**config.mk**
```make
export PLATFORM = sky130hd
export DESIGN_NAME = ecg_sample_sequencer
export DESIGN_NICKNAME = d
export VERILOG_FILES = /design/src/rtl/ecg_sample_sequencer.sv
export SDC_FILE = /design/constraint.sdc
export NUM_CORES = 1
export LEC_CHECK = 0
export ABC_CLOCK_PERIOD_IN_PS = 2260
export BUFFER_PORTS_ARGS = -buffer_cell sky130_fd_sc_hd__clkbuf_2
export CAP_MARGIN = 25
export CELL_PAD_IN_SITES_DETAIL_PLACEMENT = 1
export CELL_PAD_IN_SITES_GLOBAL_PLACEMENT = 1
export CORE_MARGIN = 5
export CORE_UTILIZATION = 40
export CTS_BUF_LIST = sky130_fd_sc_hd__clkbuf_16
export CTS_CLUSTER_SIZE = 8
export DETAILED_ROUTE_END_ITERATION = 12
export PLACE_DENSITY = 0.78
export SLEW_MARGIN = 20
export SYNTH_ARGS = -nofsm -noshare
export SYNTH_HDL_FRONTEND = slang
export SYNTH_SLANG_ARGS = --single-unit
```
**constraint.sdc**
```tcl
create_clock -name CLK -period 2.26 [get_ports CLK]
set_input_delay 0.113 -clock CLK [delete_from_list [all_inputs] [get_ports CLK]]
set_output_delay 0.113 -clock CLK [all_outputs]
set_load 0.005 [all_outputs]
```
**src/rtl/ecg_sample_sequencer.sv**
```systemverilog
// ecg_sample_sequencer: start/stop ROM address sequencer with read-latency compensation and spike counting.
// Define ECG_SEQ_SPIKE_ADDR_EN to add last_spike_addr, the address of the sample on show at each counted spike.
module ecg_sample_sequencer #(
    parameter int ADDR_W    = 12,
    parameter int DATA_W    = 20,
    parameter int LAST_ADDR = 4095,
    parameter int RD_LAT    = 1,
    parameter int DECIM     = 1,
    parameter int CNT_W     = 16
) (
    input  logic              CLK,
    input  logic              KEY,
    input  logic              start,
    input  logic              stop,
    input  logic              loop,
    output logic [ADDR_W-1:0] rom_addr,
    input  logic [DATA_W-1:0] rom_data,
    output logic [DATA_W-1:0] sample_out,
    output logic              sample_valid,
    input  logic              spike_in,
    output logic              busy,
    output logic              done,
`ifdef ECG_SEQ_SPIKE_ADDR_EN
    output logic [ADDR_W-1:0] last_spike_addr,
`endif
    output logic [CNT_W-1:0]  spike_count
);
    typedef enum logic [1:0] {IDLE, RUN, DRAIN, DONE} state_t;
    localparam logic [ADDR_W-1:0] LAST = ADDR_W'(LAST_ADDR);
    localparam logic [7:0] DMAX = 8'(DECIM - 1);
    state_t state, nstate;
    logic [7:0] dcnt;
    logic [RD_LAT-1:0] pipe;
    logic [ADDR_W-1:0] naddr;
    logic issued, issue, clr, spike_prev, tap, hit;
    assign busy = state != IDLE;
    assign done = state == DONE;
    assign tap  = pipe[RD_LAT-1];
    assign hit  = busy && spike_in && !spike_prev;
    always_comb begin
        nstate = state;
        issue  = 1'b0;
        clr    = 1'b0;
        naddr  = rom_addr;
        case (state)
            IDLE: if (start && !stop) begin
                nstate = RUN;
                issue  = 1'b1;
                clr    = 1'b1;
                naddr  = '0;
            end
            RUN: if (stop) nstate = DRAIN;
                 else if (dcnt == DMAX) begin
                     if (rom_addr == LAST && !loop) nstate = DRAIN;
                     else begin
                         issue = 1'b1;
                         naddr = (rom_addr == LAST) ? '0 : rom_addr + 1'b1;
                     end
                 end
            // issued marks an address presented to the ROM this cycle; pipe tracks it through the ROM latency
            DRAIN: if (!issued && pipe == '0) nstate = DONE;
            default: nstate = IDLE;
        endcase
    end
    always_ff @(posedge CLK or posedge KEY) begin
        if (KEY) begin
            state        <= IDLE;
            rom_addr     <= '0;
            dcnt         <= '0;
            issued       <= 1'b0;
            pipe         <= '0;
            sample_out   <= '0;
            sample_valid <= 1'b0;
            spike_prev   <= 1'b1;
            spike_count  <= '0;
        end else begin
            state        <= nstate;
            rom_addr     <= naddr;
            issued       <= issue;
            pipe         <= RD_LAT'({pipe, issued});
            dcnt         <= (clr || issue) ? '0 : (state == RUN ? dcnt + 1'b1 : dcnt);
            sample_valid <= tap;
            if (tap) sample_out <= rom_data;
            spike_prev   <= spike_in;
            if (clr) spike_count <= '0;
            else if (hit && spike_count != '1) spike_count <= spike_count + 1'b1;
        end
    end
`ifdef ECG_SEQ_SPIKE_ADDR_EN
    logic [ADDR_W-1:0] del_addr, del_next;
    // Delivery is in address order, so a local counter mirrors the address of sample_out
    always_ff @(posedge CLK or posedge KEY) begin
        if (KEY) begin
            del_addr        <= '0;
            del_next        <= '0;
            last_spike_addr <= '0;
        end else if (clr) begin
            del_addr        <= '0;
            del_next        <= '0;
            last_spike_addr <= '0;
        end else begin
            if (tap) begin
                del_addr <= del_next;
                del_next <= (del_next == LAST) ? '0 : del_next + 1'b1;
            end
            if (hit) last_spike_addr <= del_addr;
        end
    end
`endif
endmodule

```
==> results by group, run 1 <==
Status
  – Status: complete, no violations

Worst setup path
  – Arr. time, crit path: 2.31 ns
  – Worst stage delay on the critical path: 0.46 ns
  – Crit end category: flop
  – CP Buf/Inv Count: 2
  – Setup Crit Path Kind: flop to flop
  – WP data required: 2.46 ns
  – CP Max Fanout: 12
  – Cell Chain, Critical Path: inv_1 > ha_1 > or4b_4 > a2111oi_2 > a21oi_1 > buf_4 > o21ai_0 > o31ai_1
  – Startpoint type of the worst setup path: flop
  – Family with the most delay on the worst path: compound AO/OA/AOI/OAI gates
  – Critical Path Slowest Stage Cell: or4b_4

Pwr
  – Lkg Pwr: 1.91 nW
  – Worst VDD drop: 0.609 mV
  – Cell Pwr Density: 1150 nW/um2

Clocking
  – Root Buffer: clkbuf_16
  – Post-CTS Setup Bufs: 0
  – CTS tree: built
  – Later-pin clock latency in the skew report: 0.32 ns
  – Total CTS buffers: 9
  – Max clock buf depth: 2
  – H-tree levels: 3
  – Clk slew on worst S/H paths: 0.06 ns
  – Num Clock Sinks: 62

Synthesis
  – Synth cell types: 47
  – Most numerous cell in the Yosys netlist: dfrtp_1
  – Post-Syn Instances: 277
  – Post-Syn Area: 3050 um2
  – EDFF count, synth: 0
  – Register area share after synthesis: 51.0%
  – Async S/R FF share, synth: 100%
  – Post-synth top area share: 50.1%
  – Net Count, Synth: 312
  – Avg Cell Area, Syn: 11.0 um2
  – Predominant post-synthesis flop cell: dfrtp_1
  – Area contributors post-synth: dfrtp_1 50%, mux2_2 7.8%, xor2_1 4.0%, nor2_1 3.9%, ha_1 3.7%
  – Top cells by count, synth: 61 x dfrtp_1, 32 x nor2_1, 21 x mux2_2
  – Post-synth top area cell: dfrtp_1
  – FF+latch count, synth: 62
  – Warnings from Yosys: 0

Cells and area
  – Ant diodes: 0
  – Fin util: 53.9%
  – Cell Count, Final, Fillers Out: 475
  – Layout net count: 406
  – Area grow syn2layout: 29.7%
  – Share of layout cells above drive strength 1: 37.2%
  – Fin area: 3950 um2

Drt
  – Post-route ant nets: 0
  – Via/cell ratio: 5.27
  – Routed WL: 7840 um
  – DR vias: 2503
  – Pre-Repair DR Iteration Count: 4
  – Wire per inst: 16.5 um
  – Residual DRC: 0
  – DRT iter0 DRCs: 74

Run
  – Number of max-cap violations: 0

STA
  – Final min period: 2.11 ns
  – Skew final: 0.00797 ns
  – Hold Slack: 0.0210 ns
  – Rel. slew slack: 53.9%
  – Unrepaired setup endpoints after global routing: no
  – Final period utilization: 93.5%
  – Fmax: 0.473 GHz
  – Final number of hold-violating endpoints: 0
  – Worst-margin pin slew: 0.691 ns
  – Max Slew Vio Count: 0
  – Final Setup Violations: 0
  – Final TNS setup: 0 ns

Place
  – DP Area: 3610 um2
  – Port Buf Inserts: 76
  – DP Wirelength: 5580 um
  – Routability congestion estimate: 0.791
  – Cell count after placement: 457

Global route
  – GR Overflow Total: 0
  – Largest net degree at the start of global routing: 33
  – Overall Global Routing Usage: 17.3%
  – Vias in the first global route: 2719
  – Initial antenna violation count: 0
  – First-pass GRT wire length: 13500 um

Die
  – Die area: 9460 um2
  – Die X: 97.3 um
  – Die height: 97.3 um
  – Row cnt: 31
  – Ports: 77
  – Core area: 7330 um2
  – Initial Utilization: 41.5%

Hold path
  – Hold Crit Class: primary input to flop
==> cells in the final DEF (no fill, tap or decap), drive strengths merged, types with 2 or more instances in the layout <==
master / instances
a31oi: 2
or2: 2
buf: 11
clkbuf: 85
and3: 9
nand2: 14
and4: 3
bufinv: 2
a21oi: 5
nor3: 6
or3: 3
inv: 8
mux2i: 4
xor2: 14
o211ai: 2
clkinv: 4
o2111ai: 2
o21ai: 16
nor2: 33
o31ai: 10
dfrtp: 61
mux2: 21
ha: 9
xnor2: 4
nor2b: 3
nand2b: 2
nand4: 11
dlygate4sd3: 2
nand3: 12
==> metal layers <==
layer	track usage [%]	part of all wire, %
met2	28.1	47
met3	4.59	5.4
met1	22.2	46
met4	6.07	1.6
met5	0	0
==> final timing paths <==
path	from	endpoint	slack (ns)	cells past startpoint
worst max-delay path	dcnt[0]$_DFFE_PP0P_	rom_addr[3]$_DFFE_PP0P_	0.15	8
worst min-delay path	rom_data[2]	sample_out[2]$_DFFE_PP0P_	0.02	2
worst max register to register	dcnt[0]$_DFFE_PP0P_	rom_addr[3]$_DFFE_PP0P_	0.15	8
worst min register to register	issued$_DFF_PP0_	pipe$_DFF_PP0_	0.38	0
max in group asynchronous	KEY	spike_prev$_DFF_PP1_	1.14	4
min in group asynchronous	KEY	sample_out[10]$_DFFE_PP0P_	0.43	3
==> stage by stage <==
stage                     power [mW]  setup slack (ns)
after global placement          3.00             0.248
after global routing            4.83           0.00469
after floorplan                 2.50             0.245
after detailed placement        3.08             0.133
after CTS                       4.60             0.139
final                           4.53             0.148
==> state kept, by name (all words and copies together) (netlist names) <==
signal and flops:
sample_out 20, pipe 1, spike_count 16, dcnt 8, spike_prev 1, issued 1, state 2, sample_valid 1
rom_addr 12
==> logic make-up after synthesis <==
group / Yosys count / synth area share, %
AND/OR/NAND/NOR: 107 / 19.5
flip-flops: 62 / 51.0
AO/OA/AOI/OAI: 42 / 9.33
multiplexers: 25 / 9.08
XOR/XNOR: 18 / 5.18
buffers and inverters: 14 / 2.26
adder cells (fa/ha/maj): 9 / 3.70
==> cell type report <==
type | count | area [um2]
Clock buffer | 9 | 225
Clock inverter | 7 | 98.8
Fill cell | 823 | 3380
Inverter | 8 | 30.0
Multi-Input combinational cell | 201 | 1420
Sequential cell | 62 | 1550
Tap cell | 99 | 124
Timing Repair Buffer | 89 | 495
==> report_power, final <==
part,internal (mW),total [mW],switching [mW]
Sequential,1.43,1.66,0.234
Combinational,0.702,1.40,0.694
Clock,0.968,1.47,0.506
==> repair_timing <==
action,in CTS,in global routing
hold endpoints to repair,32,0
resized for setup,0,3
setup endpoints to repair,0,2
hold buffers,2,0
Power figures use the tool's default switching activity.
==> run 2, diff against run 1 <==
--- a/config.mk
+++ b/config.mk
@@ -5,7 +5,7 @@
 export SDC_FILE = /design/constraint.sdc
 export NUM_CORES = 1
 export LEC_CHECK = 0
-export ABC_CLOCK_PERIOD_IN_PS = 2260
+export ABC_CLOCK_PERIOD_IN_PS = 2200
 export BUFFER_PORTS_ARGS = -buffer_cell sky130_fd_sc_hd__clkbuf_2
 export CAP_MARGIN = 25
 export CELL_PAD_IN_SITES_DETAIL_PLACEMENT = 1
==> constraint.sdc (replaced) <==
create_clock -name CLK -period 2.2 [get_ports CLK]
set_input_delay 0.11 -clock CLK [delete_from_list [all_inputs] [get_ports CLK]]
set_output_delay 0.11 -clock CLK [all_outputs]
set_load 0.005 [all_outputs]
==> results by group, run 2 (same netlist as run 1, synthesis figures left out) <==
Status
  – Status: complete, no violations

Worst setup path
  – Crit end category: flop
  – Launch point of the worst reg-to-reg path: dcnt[0]$_DFFE_PP0P_
  – Worst stage delay on the critical path: 0.48 ns
  – CP Max Fanout: 12
  – Setup Crit Path Kind: flop to flop
  – CP Buf/Inv Count: 2
  – Critical Path Start: dcnt[0]$_DFFE_PP0P_
  – Family with the most delay on the worst path: compound AO/OA/AOI/OAI gates
  – WP data required: 2.41 ns
  – Startpoint type of the worst setup path: flop
  – Critical Path Slowest Stage Cell: or4b_4
  – Cell Chain, Critical Path: inv_1 > ha_1 > or4b_4 > a2111oi_4 > a21oi_1 > buf_4 > o21ai_0 > o31ai_1
  – Arr. time, crit path: 2.37 ns

STA
  – Unrepaired setup endpoints after global routing: yes
  – Hold Slack: 0.0143 ns
  – Max Slew Vio Count: 0
  – Final min period: 2.16 ns
  – Rel. slew slack: 55.9%
  – Final number of hold-violating endpoints: 0
  – Final period utilization: 98.2%
  – Skew final: 0.00597 ns
  – Fmax: 0.463 GHz
  – Final TNS setup: 0 ns
  – Worst-margin pin slew: 0.660 ns
  – Final Setup Violations: 0
  – Fin worst setup slack: 0.0405 ns

Hold path
  – Hold Crit Class: primary input to flop
  – Hold path start: rom_data[7]

Global route
  – Largest net degree at the start of global routing: 33
  – First-pass GRT wire length: 13900 um
  – Overall Global Routing Usage: 17.9%
  – Initial antenna violation count: 0
  – Vias in the first global route: 2684
  – GR Overflow Total: 0

Place
  – Routability congestion estimate: 0.773
  – Cell count after placement: 457
  – DP Area: 3610 um2
  – Port Buf Inserts: 76
  – DP Wirelength: 5720 um
  – Setup WS pre-CTS: 0.0677 ns

Clocking
  – H-tree levels: 3
  – CTS tree: built
  – Total CTS buffers: 9
  – Num Clock Sinks: 62
  – Max clock buf depth: 2
  – Clk slew on worst S/H paths: 0.06 ns
  – Root Buffer: clkbuf_16
  – Later-pin clock latency in the skew report: 0.33 ns

Pwr
  – Lkg Pwr: 1.92 nW
  – Worst VDD drop: 0.537 mV
  – Cell Pwr Density: 1190 nW/um2
  – Total power: 4.75 mW

Drt
  – Wire per inst: 17.3 um
  – Residual DRC: 0
  – DRT iter0 DRCs: 100
  – Via/cell ratio: 5.36
  – DR vias: 2553
  – Post-route ant nets: 0
  – Routed WL: 8240 um
  – Pre-Repair DR Iteration Count: 4

Cells and area
  – Fin area: 3990 um2
  – Top Registers: sample_out: 20 flops, spike_count: 16 flops, rom_addr: 12 flops
  – Max FFs per register: 20
  – Area grow syn2layout: 31.1%
  – Fill cells: 816
  – Commonest non-fill, non-tap cell in the layout: clkbuf_2
  – Layout net count: 407
  – Multi-input combinational cell area: 1460 um2
  – Largest Register: sample_out
  – Fin util: 54.5%
  – Commonest cells after routing, fill and taps aside: 76 x clkbuf_2, 61 x dfrtp_1, 31 x nor2_1
  – Share of layout cells above drive strength 1: 38.7%
  – Cell Count, Final, Fillers Out: 476
  – Register area: 1550 um2
  – Ant diodes: 0

Die
  – Row cnt: 31
  – Die X: 97.3 um
  – Initial Utilization: 41.5%
  – Core area: 7330 um2
  – Die height: 97.3 um
  – Ports: 77
  – Die area: 9460 um2

Run
  – Number of max-cap violations: 0
run 2: area by class of cell:
class / instances / area share (%)
clock inverters: 7 / 2.47
well taps: 99 / 3.10
flip-flops and latches: 62 / 38.9
repair buffers: 90 / 12.6
multi-input cells: 201 / 36.6
inverters: 8 / 0.752
clock buffers: 9 / 5.64
run 2: what timing repair did:
item                       CTS  global route
setup endpoints to repair    8            16
setup buffers                0             1
gates resized for setup      1             9
hold endpoints to repair    31             0
pin swaps                    0             1
hold buffers                 2             0
run 2: power breakdown:
part	total (mW)	internal, mW	switching (mW)
combinational	1.51	0.741	0.774
clock	1.52	0.994	0.530
sequential	1.71	1.46	0.247
run 2: layer usage:
layer / GRT usage (%) / vias to the layer above / wire, um
li1: - / 1195 / -
met1: 23.6 / 1273 / 3670
met2: 28.7 / 71 / 4010
met3: 3.37 / 14 / 410
met4: 7.88 / 0 / 154
met5: 0 / - / 0
run 2: worst paths after layout:
kind	endpoint	slack, ns	depth (start not counted)
min in group asynchronous	spike_count[13]$_DFFE_PP0P_	0.42	3
max in group asynchronous	spike_prev$_DFF_PP1_	1.11	4
hold / removal	sample_out[7]$_DFFE_PP0P_	0.01	2
setup / recovery	rom_addr[5]$_DFFE_PP0P_	0.04	8
setup reg to reg	rom_addr[5]$_DFFE_PP0P_	0.04	8
hold reg to reg	pipe$_DFF_PP0_	0.38	0
run 2: worst register-to-register path: cells and delay by family (launching register included):
kind                     cells  cell delay [ns]
AO/OA/AOI/OAI                4             0.75
AND/OR/NAND/NOR              1             0.48
flip-flops                   1             0.38
buffers and inverters        2             0.29
adder cells (fa/ha/maj)      1             0.14
==> run 3, diff against run 2 <==
--- a/config.mk
+++ b/config.mk
@@ -8,14 +8,14 @@
 export ABC_CLOCK_PERIOD_IN_PS = 2200
 export BUFFER_PORTS_ARGS = -buffer_cell sky130_fd_sc_hd__clkbuf_2
 export CAP_MARGIN = 25
-export CELL_PAD_IN_SITES_DETAIL_PLACEMENT = 1
-export CELL_PAD_IN_SITES_GLOBAL_PLACEMENT = 1
+export CELL_PAD_IN_SITES_DETAIL_PLACEMENT = 2
+export CELL_PAD_IN_SITES_GLOBAL_PLACEMENT = 2
 export CORE_MARGIN = 5
-export CORE_UTILIZATION = 40
+export CORE_UTILIZATION = 33
 export CTS_BUF_LIST = sky130_fd_sc_hd__clkbuf_16
 export CTS_CLUSTER_SIZE = 8
 export DETAILED_ROUTE_END_ITERATION = 12
-export PLACE_DENSITY = 0.78
+export PLACE_DENSITY = 0.79
 export SLEW_MARGIN = 20
 export SYNTH_ARGS = -nofsm -noshare
 export SYNTH_HDL_FRONTEND = slang
==> results by group, run 3 (same netlist as run 1, synthesis figures left out) <==
Status
  – Status: complete, no violations

Worst setup path
  – CP Capture Point: rom_addr[8]$_DFFE_PP0P_
  – CP Max Fanout: 3
  – Startpoint type of the worst setup path: flop
  – Total stage count of the critical path: 7
  – Setup Crit Path Kind: flop to flop
  – Reg2reg end: rom_addr[8]$_DFFE_PP0P_
  – Critical Path Start: dcnt[0]$_DFFE_PP0P_
  – Arr. time, crit path: 2.33 ns
  – Critical Path Slowest Stage Cell: or4b_4
  – WP data required: 2.43 ns
  – Worst stage delay on the critical path: 0.49 ns
  – Cell depth of the worst flop-to-flop path: 7
  – CP Buf/Inv Count: 1
  – Setup slack, reg-to-reg: 0.09 ns
  – Crit end category: flop
  – Family with the most delay on the worst path: simple AND/OR/NAND/NOR gates
  – Launch point of the worst reg-to-reg path: dcnt[0]$_DFFE_PP0P_
  – Cell Chain, Critical Path: inv_1 > ha_1 > or4b_4 > or2_4 > nor3_2 > a31oi_1 > nor3_1

Clocking
  – Num Clock Sinks: 62
  – Root Buffer: clkbuf_16
  – Total CTS buffers: 9
  – CTS tree: built
  – H-tree levels: 3
  – Clk slew on worst S/H paths: 0.05 ns
  – Max clock buf depth: 2
  – Later-pin clock latency in the skew report: 0.33 ns
  – Post-CTS Setup Bufs: 0

Cells and area
  – Layout net count: 408
  – Area grow syn2layout: 31.2%
  – Share of layout cells above drive strength 1: 38.6%
  – Largest Register: sample_out
  – Cell Count, Final, Fillers Out: 489
  – Commonest cells after routing, fill and taps aside: 76 x clkbuf_2, 61 x dfrtp_1, 31 x nor2_1
  – Top Registers: sample_out: 20 flops, spike_count: 16 flops, rom_addr: 12 flops
  – Max FFs per register: 20
  – Commonest non-fill, non-tap cell in the layout: clkbuf_2
  – Ant diodes: 0
  – Fin util: 43.9%

STA
  – Worst-margin pin slew: 0.675 ns
  – Fmax: 0.475 GHz
  – Skew final: 0.00581 ns
  – Final number of hold-violating endpoints: 0
  – Final TNS setup: 0 ns
  – Fin worst setup slack: 0.0945 ns
  – Unrepaired setup endpoints after global routing: yes
  – Final period utilization: 95.7%
  – Rel. slew slack: 54.9%
  – Final min period: 2.11 ns
  – Final Setup Violations: 0
  – Max Slew Vio Count: 0

Die
  – Initial Utilization: 33.4%
  – Die height: 106 um
  – Ports: 77
  – Core area: 9110 um2
  – Row cnt: 35
  – Die X: 106 um
  – Die area: 11200 um2

Run
  – Number of max-cap violations: 0

Pwr
  – Lkg Pwr: 1.90 nW
  – Worst VDD drop: 0.334 mV
  – Cell Pwr Density: 1170 nW/um2
  – Total power: 4.69 mW

Place
  – Port Buf Inserts: 76
  – Cell count after placement: 469
  – Setup WS pre-CTS: 0.0250 ns
  – DP Wirelength: 6470 um
  – Routability congestion estimate: 0.739

Global route
  – Vias in the first global route: 2860
  – GR Overflow Total: 0
  – Initial antenna violation count: 0
  – First-pass GRT wire length: 15300 um
  – Overall Global Routing Usage: 17.2%
  – Largest net degree at the start of global routing: 36

Drt
  – DRT iter0 DRCs: 62
  – Routed WL: 9360 um
  – DR vias: 2581
  – Pre-Repair DR Iteration Count: 4
  – Wire per inst: 19.1 um
  – Residual DRC: 0
  – Via/cell ratio: 5.28
  – Post-route ant nets: 0

Hold path
  – Hold Crit Class: primary input to flop
  – Hold path depth: 2
run 3: cell types whose count changed in the layout (fill, tap and decap cells not counted), sizes merged:
cell / delta
bufinv: -1
dlygate4sd3: +2
clkinvlp: +1
buf: -1
run 3: layout make-up:
cell class | instances | area (um2)
fill | 979 | 5110
sequential | 62 | 1550
multi-input combinational | 201 | 1460
timing repair buffer | 91 | 519
clock buffer | 9 | 225
tap | 111 | 139
clock inverter | 7 | 65.1
inverter | 8 | 30.0
run 3: per-stage QoR:
| step | instance area [um2] | hold slack (ns) |
|---|---|---|
| floorplan | 3050 | 0.114 |
| global placement | 3620 | 0.208 |
| detailed placement | 3620 | 0.234 |
| CTS | 3940 | 0.00556 |
| global route | 4000 | 0.00665 |
| finish | 4000 | 0.0152 |
run 3: worst min-delay path by stage:
stage	from	to	slack (ns)
5_1_grt	rom_data[18]	sample_out[18]$_DFFE_PP0P_	0.007
6_report	rom_data[9]	sample_out[9]$_DFFE_PP0P_	0.02
3_5_place_dp	KEY	spike_count[14]$_DFFE_PP0P_	0.23
4_1_cts	rom_data[17]	sample_out[17]$_DFFE_PP0P_	0.006
2_1_floorplan	spike_in	spike_prev$_DFF_PP1_	0.11
3_3_place_gp	KEY	spike_count[15]$_DFFE_PP0P_	0.21
run 3: what timing repair did:
item / CTS / global route
setup endpoints to repair: 10 / 16
cloned: 0 / 0
hold buffers: 2 / 2
hold endpoints to repair: 27 / 2
gates resized for setup: 3 / 14
pin swaps: 0 / 2
run 3: per-layer routing:
layer	track usage [%]	wire length, um	up-vias
met5	0	0	-
met4	6.11	121	0
met3	4.07	348	10
met2	30.4	4860	56
met1	20.5	4030	1320
li1	-	-	1195
run 3: report_power, final:
group	switching (mW)	internal (mW)	total [mW]
sequential	0.257	1.46	1.72
combinational	0.804	0.746	1.55
clock	0.547	0.868	1.41
